--- src/rtl/fetch_sequencer.sv ---
// Instruction-fetch sequencer: owns pc/ir, fetches over a req/valid handshake, hands off to exec control.
// Optional branch ports: define FETCH_SEQ_BRANCH_EN.
module fetch_sequencer #(
  parameter int                WIDTH    = 16,
  parameter int                I_ADDR_W = 7,
  parameter int                OP_W     = 4,
  parameter logic [OP_W-1:0]   HALT_OP  = 4'hF,
  parameter int                TIMEOUT  = 15
) (
  input  logic                clk,
  input  logic                reset_n,
  input  logic                start,
  input  logic                stall,
  output logic                imem_req,
  output logic [I_ADDR_W-1:0] imem_addr,
  input  logic [WIDTH-1:0]    imem_data,
  input  logic                imem_valid,
  input  logic                exec_done,
`ifdef FETCH_SEQ_BRANCH_EN
  input  logic                br_take,
  input  logic [I_ADDR_W-1:0] br_target,
`endif
  output logic [WIDTH-1:0]    ir,
  output logic [I_ADDR_W-1:0] pc,
  output logic                inst_valid,
  output logic                halted,
  output logic                fault,
  output logic [2:0]          state
);

  localparam logic [2:0] S_IDLE  = 3'd0;
  localparam logic [2:0] S_FETCH = 3'd1;
  localparam logic [2:0] S_WAIT  = 3'd2;
  localparam logic [2:0] S_EXEC  = 3'd3;
  localparam logic [2:0] S_HALT  = 3'd4;

  logic [2:0]          st;
  logic [I_ADDR_W-1:0] pc_q;
  logic [WIDTH-1:0]    ir_q;
  logic                fault_q;
  logic [7:0]          to_cnt;
  logic                is_halt_op;

  assign is_halt_op = (ir_q[WIDTH-1 -: OP_W] == HALT_OP);

  always_ff @(posedge clk or negedge reset_n) begin
    if (!reset_n) begin
      st      <= S_IDLE;
      pc_q    <= '0;
      ir_q    <= '0;
      fault_q <= 1'b0;
      to_cnt  <= '0;
    end else begin
      case (st)
        S_IDLE: begin
          if (start) st <= S_FETCH;
        end
        S_FETCH: begin
          if (!stall) begin
            to_cnt <= '0;
            st     <= S_WAIT;
          end
        end
        S_WAIT: begin
          // stall is deliberately ignored: an issued fetch must resolve
          if (imem_valid) begin
            ir_q <= imem_data;
            pc_q <= pc_q + I_ADDR_W'(1);
            if (&pc_q) fault_q <= 1'b1;
            st   <= S_EXEC;
          end else begin
            to_cnt <= to_cnt + 8'd1;
            if (to_cnt == 8'(TIMEOUT - 1)) begin
              fault_q <= 1'b1;
              st      <= S_HALT;
            end
          end
        end
        S_EXEC: begin
          if (exec_done && !stall) begin
            if (is_halt_op) begin
              st <= S_HALT;
            end else begin
`ifdef FETCH_SEQ_BRANCH_EN
              if (br_take) pc_q <= br_target;
`endif
              st <= S_FETCH;
            end
          end
        end
        S_HALT: begin
          if (start) begin
            pc_q    <= '0;
            fault_q <= 1'b0;
            st      <= S_FETCH;
          end
        end
        default: st <= S_IDLE;
      endcase
    end
  end

  assign imem_req   = (st == S_FETCH) && !stall;
  assign imem_addr  = pc_q;
  assign pc         = pc_q;
  assign ir         = ir_q;
  assign inst_valid = (st == S_EXEC);
  assign halted     = (st == S_HALT);
  assign fault      = fault_q;
  assign state      = st;

endmodule
--- config.mk ---
export PLATFORM = sky130hd
export DESIGN_NAME = fetch_sequencer
export DESIGN_NICKNAME = d
export VERILOG_FILES = /design/src/rtl/fetch_sequencer.sv
export SDC_FILE = /design/constraint.sdc
export NUM_CORES = 1
export LEC_CHECK = 0
export CORE_UTILIZATION = 30
export CTS_BUF_LIST = sky130_fd_sc_hd__clkbuf_4
export DETAILED_ROUTE_END_ITERATION = 10
export PLACE_DENSITY_LB_ADDON = 0.05
export SETUP_SLACK_MARGIN = 0.2
export SYNTH_ARGS = -nofsm -noshare
export SYNTH_HDL_FRONTEND = slang
export SYNTH_SLANG_ARGS = --single-unit
--- constraint.sdc ---
create_clock -name clk -period 2.8 [get_ports clk]
set_clock_uncertainty 0.2 [all_clocks]
set_input_delay 0.84 -clock clk [delete_from_list [all_inputs] [get_ports clk]]
set_output_delay 0.84 -clock clk [all_outputs]
set_load 0.05 [all_outputs]
==> results.md, run 1 <==
- DR vias: 1,435
- CTS sink count: 35
- Post-placement cell area: 2430 um2
- Reg power frac: 30.2%
- IO Pins: 59
- Setup-failing EPs final: 0
- Reg2reg end: to_cnt[7]$_DFFE_PN0P_
- Clk slew on worst S/H paths: 0.10 ns
- Pre-CTS WS: -0.189 ns
- DP HPWL: 2900 um
- TNS Setup: 0 ns
- Worst-Margin Slew: 0.775 ns
- Top post-synthesis cells by area: dfrtp_1 50%, mux2_2 8.4%, buf_4 3.0%
- CTS buffer count: 5
- Register area share after synthesis: 50.5%
- Layout area overhead: 43.6%
- Worst vdd ir: 0.000695 V
- Fin. max-slew vios: 0
- Fill cells: 544
- Yosys top cell by area: dfrtp_1
- Die Height: 78.1 um
- Final core occ: 45.0%
- CTS root buffer: clkbuf_4
- P_int: 1.45 mW
- WHS Path Cells: 1
- Maximum clock insertion buffer count: 2
- Synth warnings: 0
- Final period util: 92.9%
- RePlAce Congestion: 0.789
- Crit path DAT: 1.56 ns
- Starting Density: 31.3%
- Min Tclk post-route: 2.60 ns
- FF-to-FF setup slack: 0.60 ns
- Crit path max fanout: 4
- Mapped Area: 1740 um2
- Register-to-Register Path Depth: 5
- Setup repair after global routing missed its margin: true
- Leak: 1.15 nW
- Run status: finished clean
- Cell area after layout: 2490 um2
- Max-cap violations: 0
- Clock Latency Late Sink: 0.33 ns
- Area of the multi-input gates: 769 um2
- Vias in the first global route: 1,428
- CTS tree: done
- Comb pwr share: 60.6%
- Remaining DRCs: 0
- Hold EP: ir[11]$_DFFE_PN0P_
- GRT Overall Usage: 14.6%
- Worst rel slew slack: 48.3%
- Most common cell after layout, fill and taps aside: dfrtp_1
- Clock group share of total power: 9.2%
- CP Class: in -> out
- PnR worst setup slack: 0.200 ns
- Library cells used by synthesis: 39
- Die Width: 78.1 um
- Min Hold Slack: 0.299 ns
- Most frequent cells in the layout: 32 x dfrtp_1, 29 x clkdlybuf4s50_1, 19 x dlygate4sd2_1
- Core Box Area: 5540 um2
- Critical Path Sink Type: primary output
- Port Buffers: 58
- Share of the synthesized area in the top cell type: 50.5%
- Routed WL per cell: 13.9 um
- Total gr overflow: 0
- Mean number of vias per cell: 4.91
- Hold_sp: ir[11]$_DFFE_PN0P_
- Drt pass-1 iters: 4
- Startpoint types: input port
- Worst r2r src: state[0]$_DFFE_PN0P_
- Pin count of the biggest net entering global routing: 36
- Syn Area/Cell: 11.1 um2
- First-pass GRT wire length: 6850 um
- Initial antenna violation count: 0
- Yosys reg bits: 35
- Inserted Diodes: 0
- Critical Path RT: 1.76 ns
- CTS Hold Bufs: 0
- Die Area: 6090 um2
- Initial DRC count: 85
- # rows: 27
- NetSw: 1.48 mW
- Syn nets: 182
- Fmax achieved: 385 MHz
- Syn Inst Count: 157
- Final hold vios: 0
- FF+latch area: 880 um2
- WL final: 4060 um
- Final net count: 244
- Pwr/cell area: 1180 nW/um2
- Sw Ratio: 50.5%
- Share of cells above drive strength 1: 21.4%
- Post-DRT Antenna Nets: 0
- Worst hold path class: reg -> reg
- H-tree level count: 2
## synthesized netlist by cell type (all sizes together)
cell type	count
and4	1
clkbuf	3
nor4b	1
or4	3
mux2i	1
o21ai	2
a21o	2
buf	11
xor2	5
o22ai	2
or3b	2
nand2	11
a21oi	4
inv	7
nor2	12
and3	3
dfrtp	35
mux2	17
a22o	1
a211oi	3
xnor2	3
nor4	1
o211ai	1
a31o	1
and3b	1
a2111oi	1
ha	3
a31oi	2
nor4bb	1
or3	1
nand4	6
o31ai	4
nand3	4
or2	1
nand4b	1
## worst max-delay path: stages
cell and delay (ns):
buf_2 0.14, nor4_4 0.39, buf_12 0.19
## cell families after synthesis
family | synth area share [%]
xor gates and xnor gates | 4.04
AOI/OAI and AO/OA | 9.01
muxes | 11.6
adders and majority gates | 2.16
and+or+nand+nor | 15.6
buffers and inverters | 7.07
DFF | 50.5
## power groups by stage
| stage | clock network (mW) | logic (mW) | registers [mW] |
|---|---|---|---|
| 2_1_floorplan | 0 | 0.658 | 1.44 |
| 3_3_place_gp | 0 | 1.79 | 0.902 |
| 3_5_place_dp | 0 | 1.80 | 0.912 |
| 4_1_cts | 0.289 | 1.74 | 0.902 |
| 5_1_grt | 0.305 | 1.87 | 0.927 |
| 6_report | 0.268 | 1.78 | 0.887 |
## sequential cells by signal, summed over array words and instances, names as in the netlist
| signal | flops |
|---|---|
| fault | 1 |
| to_cnt | 8 |
| imem_addr | 7 |
| state | 3 |
| ir | 16 |
## layer usage
metal | vias to the layer above | track usage (%) | wire length, um
li1 | 680 | - | -
met1 | 692 | 18.8 | 1850
met2 | 56 | 23.0 | 1830
met3 | 7 | 5.00 | 317
met4 | 0 | 4.44 | 59
met5 | - | 0 | 0
## how the worst max path moves through the flow
stage / from / to / slack [ns] / cells past startpoint
final: stall / imem_req / 0.20 / 3
after global routing: stall / imem_req / 0.17 / 3
after CTS: stall / imem_req / 0.12 / 3
after detailed placement: stall / imem_req / -0.19 / 3
after global placement: stall / imem_req / -0.20 / 3
after floorplan: stall / imem_req / 0.14 / 1
## metrics by stage
step | power (mW) | std cells
global placement | 2.69 | 281
CTS | 2.93 | 289
finish | 2.93 | 292
detailed placement | 2.71 | 281
global route | 3.11 | 292
floorplan | 2.10 | 157
## area by class of cell
| cell class | count | area share (%) |
|---|---|---|
| clock buffers | 6 | 1.81 |
| inverters | 7 | 1.05 |
| multi-input cells | 101 | 30.9 |
| clock inverters | 2 | 0.301 |
| well taps | 72 | 3.61 |
| repair buffers | 69 | 27.1 |
| flip-flops and latches | 35 | 35.3 |
## what timing repair did
item / in CTS / in global routing
gates resized for setup: 23 / 6
pin swaps: 1 / 1
setup endpoints to repair: 22 / 6
setup buffers: 0 / 3
gates cloned: 0 / 0
No activity file was read; power rests on OpenSTA's default activity.
==> run 2, diff against run 1 <==
--- a/config.mk
+++ b/config.mk
@@ -13,3 +13,4 @@
 export SYNTH_ARGS = -nofsm -noshare
 export SYNTH_HDL_FRONTEND = slang
 export SYNTH_SLANG_ARGS = --single-unit
+export TNS_END_PERCENT = 10
==> run 2 against run 1 <==
  * Register-to-register slack got worse by 0.05 ns
  * Combinational power barely moved
  * Clock power barely moved
  * Cell area barely moved
  * Hold slack barely moved
  * Sequential cell count did not move
  * Critical path depth fell by 2
  * Die area did not move
  * Worst setup slack got worse by 0.071 ns
  * Final cell count fell by 1.0%
  * Routed wire length fell by 1.5%
  * Sequential share of layout area fell by 0.083 points
==> results.md, run 2 (synthesis results as in run 1) <==
- Run status: finished clean
- Final hold vios: 0
- Most frequent cells in the layout: 48 x clkdlybuf4s50_1, 34 x dfrtp_1, 13 x mux2_2
- Total gr overflow: 0
- Final core occ: 45.0%
- PnR worst setup slack: 0.128 ns
- Tot Pwr: 2.95 mW
- Pwr/cell area: 1180 nW/um2
- Initial antenna violation count: 0
- Initial DRC count: 78
- Die Width: 78.1 um
- Worst hold path class: reg -> reg
- CP Class: reg -> out
- Buffers & Inverters on Critical Path: 1
- CTS tree: done
- Critical Path RT: 1.76 ns
- Layout area overhead: 43.5%
- Fin. max-slew vios: 0
- Final period util: 95.4%
- RePlAce Congestion: 0.789
- CTS buffer count: 5
- Min Tclk post-route: 2.67 ns
- DR vias: 1,418
- Clk slew on worst S/H paths: 0.11 ns
- Drt pass-1 iters: 4
- H-tree level count: 2
- Critical path's top delay family: buffers and inverters
- Max-cap violations: 0
- Setup-failing EPs final: 0
- Remaining DRCs: 0
- Crit path DAT: 1.63 ns
- CTS sink count: 35
- Crit path max fanout: 6
- Mean number of vias per cell: 4.91
- Critical Path Sink Type: primary output
- GRT Overall Usage: 14.6%
- DP HPWL: 2900 um
- WL final: 4000 um
- CTS Hold Bufs: 0
- Most common cell after layout, fill and taps aside: clkdlybuf4s50_1
- Min Hold Slack: 0.299 ns
- Max stage delay on crit path: 0.84 ns
- Startpoint types: flop
- Post-DRT Antenna Nets: 0
- # rows: 27
- Final net count: 241
- Pre-CTS WS: -0.189 ns
- Routed WL per cell: 13.8 um
- CP max-delay cell: clkdlybuf4s50_1
- First-pass GRT wire length: 6870 um
- Post-CTS setup buffers: 0
- IO Pins: 59
- Crit path cell chain: clkdlybuf4s50_1
- Worst rel slew slack: 47.9%
- Worst-Margin Slew: 0.782 ns
- Die Height: 78.1 um
- Fmax achieved: 374 MHz
- Starting Density: 31.3%
- Setup repair after global routing missed its margin: true
- Worst vdd ir: 0.000722 V
- Maximum clock insertion buffer count: 2
- Port Buffers: 58
- Clock Latency Late Sink: 0.34 ns
- Core Box Area: 5540 um2
- Vias in the first global route: 1,426
- CTS root buffer: clkbuf_4
- Inserted Diodes: 0
- Pin count of the biggest net entering global routing: 36
- Share of cells above drive strength 1: 18.9%
- Leak: 1.08 nW
- Die Area: 6090 um2
- Max reg flops: 16
-- run 2: worst paths after layout --
path / startpoint / to / slack, ns / depth (start not counted)
worst min-delay path: ir[11]$_DFFE_PN0P_ / ir[11]$_DFFE_PN0P_ / 0.30 / 1
min in group asynchronous: reset_n / to_cnt[3]$_DFFE_PN0P_ / 0.36 / 1
worst max register to register: state[1]$_DFFE_PN0P_ / to_cnt[7]$_DFFE_PN0P_ / 0.55 / 4
max in group asynchronous: reset_n / state[0]$_DFFE_PN0P_ / 1.49 / 1
worst min register to register: ir[11]$_DFFE_PN0P_ / ir[11]$_DFFE_PN0P_ / 0.30 / 1
worst max-delay path: imem_addr[4]$_DFFE_PN0P_ / pc[4] / 0.13 / 1
-- run 2: report_power, final --
part	switching (mW)	internal, mW	leakage, nW
clock	0.167	0.103	0.0307
combinational	1.10	0.682	0.609
sequential	0.204	0.695	0.442
-- run 2: cell type report --
type / count / area (um2)
Inverter: 7 / 26.3
Timing Repair Buffer: 66 / 678
Clock inverter: 2 / 7.51
Fill cell: 536 / 3050
Sequential cell: 35 / 877
Clock buffer: 6 / 45.0
Multi-Input combinational cell: 101 / 767
Tap cell: 72 / 90.1
-- run 2: metal layers --
metal	GRT usage, %	part of all wire (%)
met1	18.9	46
met2	22.8	45
met3	5.12	8.2
met4	4.44	1.4
met5	0	0
-- run 2: metrics by stage --
stage                     cell area [um2]  std cells  setup TNS [ns]
after floorplan                      1750        157               0
after global placement               2430        281          -0.436
after detailed placement             2430        281          -0.488
after CTS                            2490        289               0
after global routing                 2490        289               0
final                                2490        289               0
-- run 2: what timing repair did --
item	CTS	global route
resized for setup	4	2
setup endpoints to repair	22	24
pin swaps	1	0
==> run 3, diff against run 2 <==
--- a/config.mk
+++ b/config.mk
@@ -5,6 +5,7 @@
 export SDC_FILE = /design/constraint.sdc
 export NUM_CORES = 1
 export LEC_CHECK = 0
+export CORE_MARGIN = 2
 export CORE_UTILIZATION = 30
 export CTS_BUF_LIST = sky130_fd_sc_hd__clkbuf_4
 export DETAILED_ROUTE_END_ITERATION = 10
==> run 3 against run 2 <==
  * Combinational power increased by 2%
  * First-iteration DRC count fell by 31%
  * Utilization grew 0.81 points
  * Routed wire length up 0.65%
  * Critical path type unchanged
  * Critical endpoint is now imem_addr[3]
  * Largest cell class unchanged
==> results.md, run 3 (synthesis results as in run 1) <==
- Most common cell after layout, fill and taps aside: clkdlybuf4s50_1
- RePlAce Congestion: 0.740
- CTS buffer count: 5
- WL final: 4030 um
- Worst-Margin Slew: 0.553 ns
- Inserted Diodes: 0
- CTS tree: done
- Clock Latency Late Sink: 0.34 ns
- Layout area overhead: 46.1%
- Die Width: 80.1 um
- Crit path DAT: 1.66 ns
- Die Height: 80.1 um
- Worst rel slew slack: 63.1%
- Max stage delay on crit path: 0.84 ns
- Critical Path Sink Type: primary output
- Leak: 1.11 nW
- Critical Path RT: 1.76 ns
- Total gr overflow: 0
- Maximum clock insertion buffer count: 2
- Mean number of vias per cell: 4.82
- GRT Overall Usage: 13.5%
- Worst r2r src: state[1]$_DFFE_PN0P_
- Post-DRT Antenna Nets: 0
- Most frequent cells in the layout: 48 x clkdlybuf4s50_1, 34 x dfrtp_1, 15 x buf_4
- Fmax achieved: 371 MHz
- Worst hold path class: in -> async
- Worst vdd ir: 0.000659 V
- CP max-delay cell: clkdlybuf4s50_1
- Critical path's top delay family: buffers and inverters
- Die Area: 6410 um2
- Pwr/cell area: 1170 nW/um2
- CTS Hold Bufs: 0
- First-pass GRT wire length: 6660 um
- DR vias: 1,423
- Pin count of the biggest net entering global routing: 20
- FF-to-FF setup slack: 0.58 ns
- IO Pins: 59
- Crit path max fanout: 7
- # rows: 27
- Buffers & Inverters on Critical Path: 1
- CTS root buffer: clkbuf_4
- CTS sink count: 35
- Core Box Area: 5540 um2
- Routed WL per cell: 13.6 um
- Crit path cell chain: clkdlybuf4s50_1
- Initial DRC count: 54
- Max-cap violations: 0
- Setup-failing EPs final: 0
- Initial antenna violation count: 0
- Setup repair after global routing missed its margin: true
- Final period util: 96.3%
- Fin. max-slew vios: 0
- Reg2reg end: to_cnt[7]$_DFFE_PN0P_
- TNS Setup: 0 ns
- Port Buffers: 58
- Min Tclk post-route: 2.70 ns
- Share of cells above drive strength 1: 22.0%
- Min Hold Slack: 0.210 ns
- Remaining DRCs: 0
- Vias in the first global route: 1,415
- Clk slew on worst S/H paths: 0.11 ns
- Startpoint types: flop
- CP Class: reg -> out
- Run status: finished clean
- Register-to-Register Path Depth: 4
- Final hold vios: 0
- DP HPWL: 3050 um
- H-tree level count: 2
- Drt pass-1 iters: 4
- Max reg flops: 16
- Final net count: 247
- Starting Density: 31.3%
[run 3: metal layers]
metal	GRT usage (%)	share of wire, %	up-vias
li1	-	-	687
met1	17.3	45	684
met4	5.59	1.0	0
met3	5.17	8.5	4
met2	20.3	46	48
met5	0	0	-
[run 3: area by class of cell]
| cell class | count | area [um2] |
|---|---|---|
| inverter | 7 | 26.3 |
| clock inverter | 3 | 15.0 |
| multi-input combinational | 101 | 767 |
| clock buffer | 5 | 37.5 |
| tap | 72 | 90.1 |
| fill | 522 | 3000 |
| sequential | 35 | 877 |
| timing repair buffer | 72 | 723 |
[run 3: worst max-delay path by stage]
stage,to,startpoint,cells after the start,slack [ns]
4_1_cts,imem_req,stall,3,0.06
3_5_place_dp,imem_req,stall,3,-0.17
2_1_floorplan,imem_req,stall,1,0.14
6_report,imem_addr[3],imem_addr[3]$_DFFE_PN0P_,1,0.10
5_1_grt,imem_addr[2],imem_addr[2]$_DFFE_PN0P_,1,0.04
3_3_place_gp,imem_req,stall,3,-0.18
[run 3: timing repair]
item,CTS,global route
setup endpoints to repair,21,33
buffers inserted,0,2
pin swaps,1,1
gates resized for setup,2,7
[run 3: through the flow]
step	power, mW	worst slack, ns	util, %	instance area (um2)	cells
floorplan	2.10	0.142	-	1750	157
global placement	2.70	-0.178	44.5	2460	285
detailed placement	2.71	-0.165	44.5	2460	285
CTS	2.99	0.0617	45.4	2510	293
global route	3.16	0.0402	45.8	2540	295
finish	2.98	0.103	45.8	2540	295
[run 3: power breakdown]
group          leakage (nW)  total, mW  switching (mW)  internal, mW
Combinational         0.636       1.82            1.11         0.706
Clock                0.0347      0.269           0.176        0.0934
Sequential            0.442      0.892           0.197         0.695
Total                  1.11       2.98            1.48          1.49
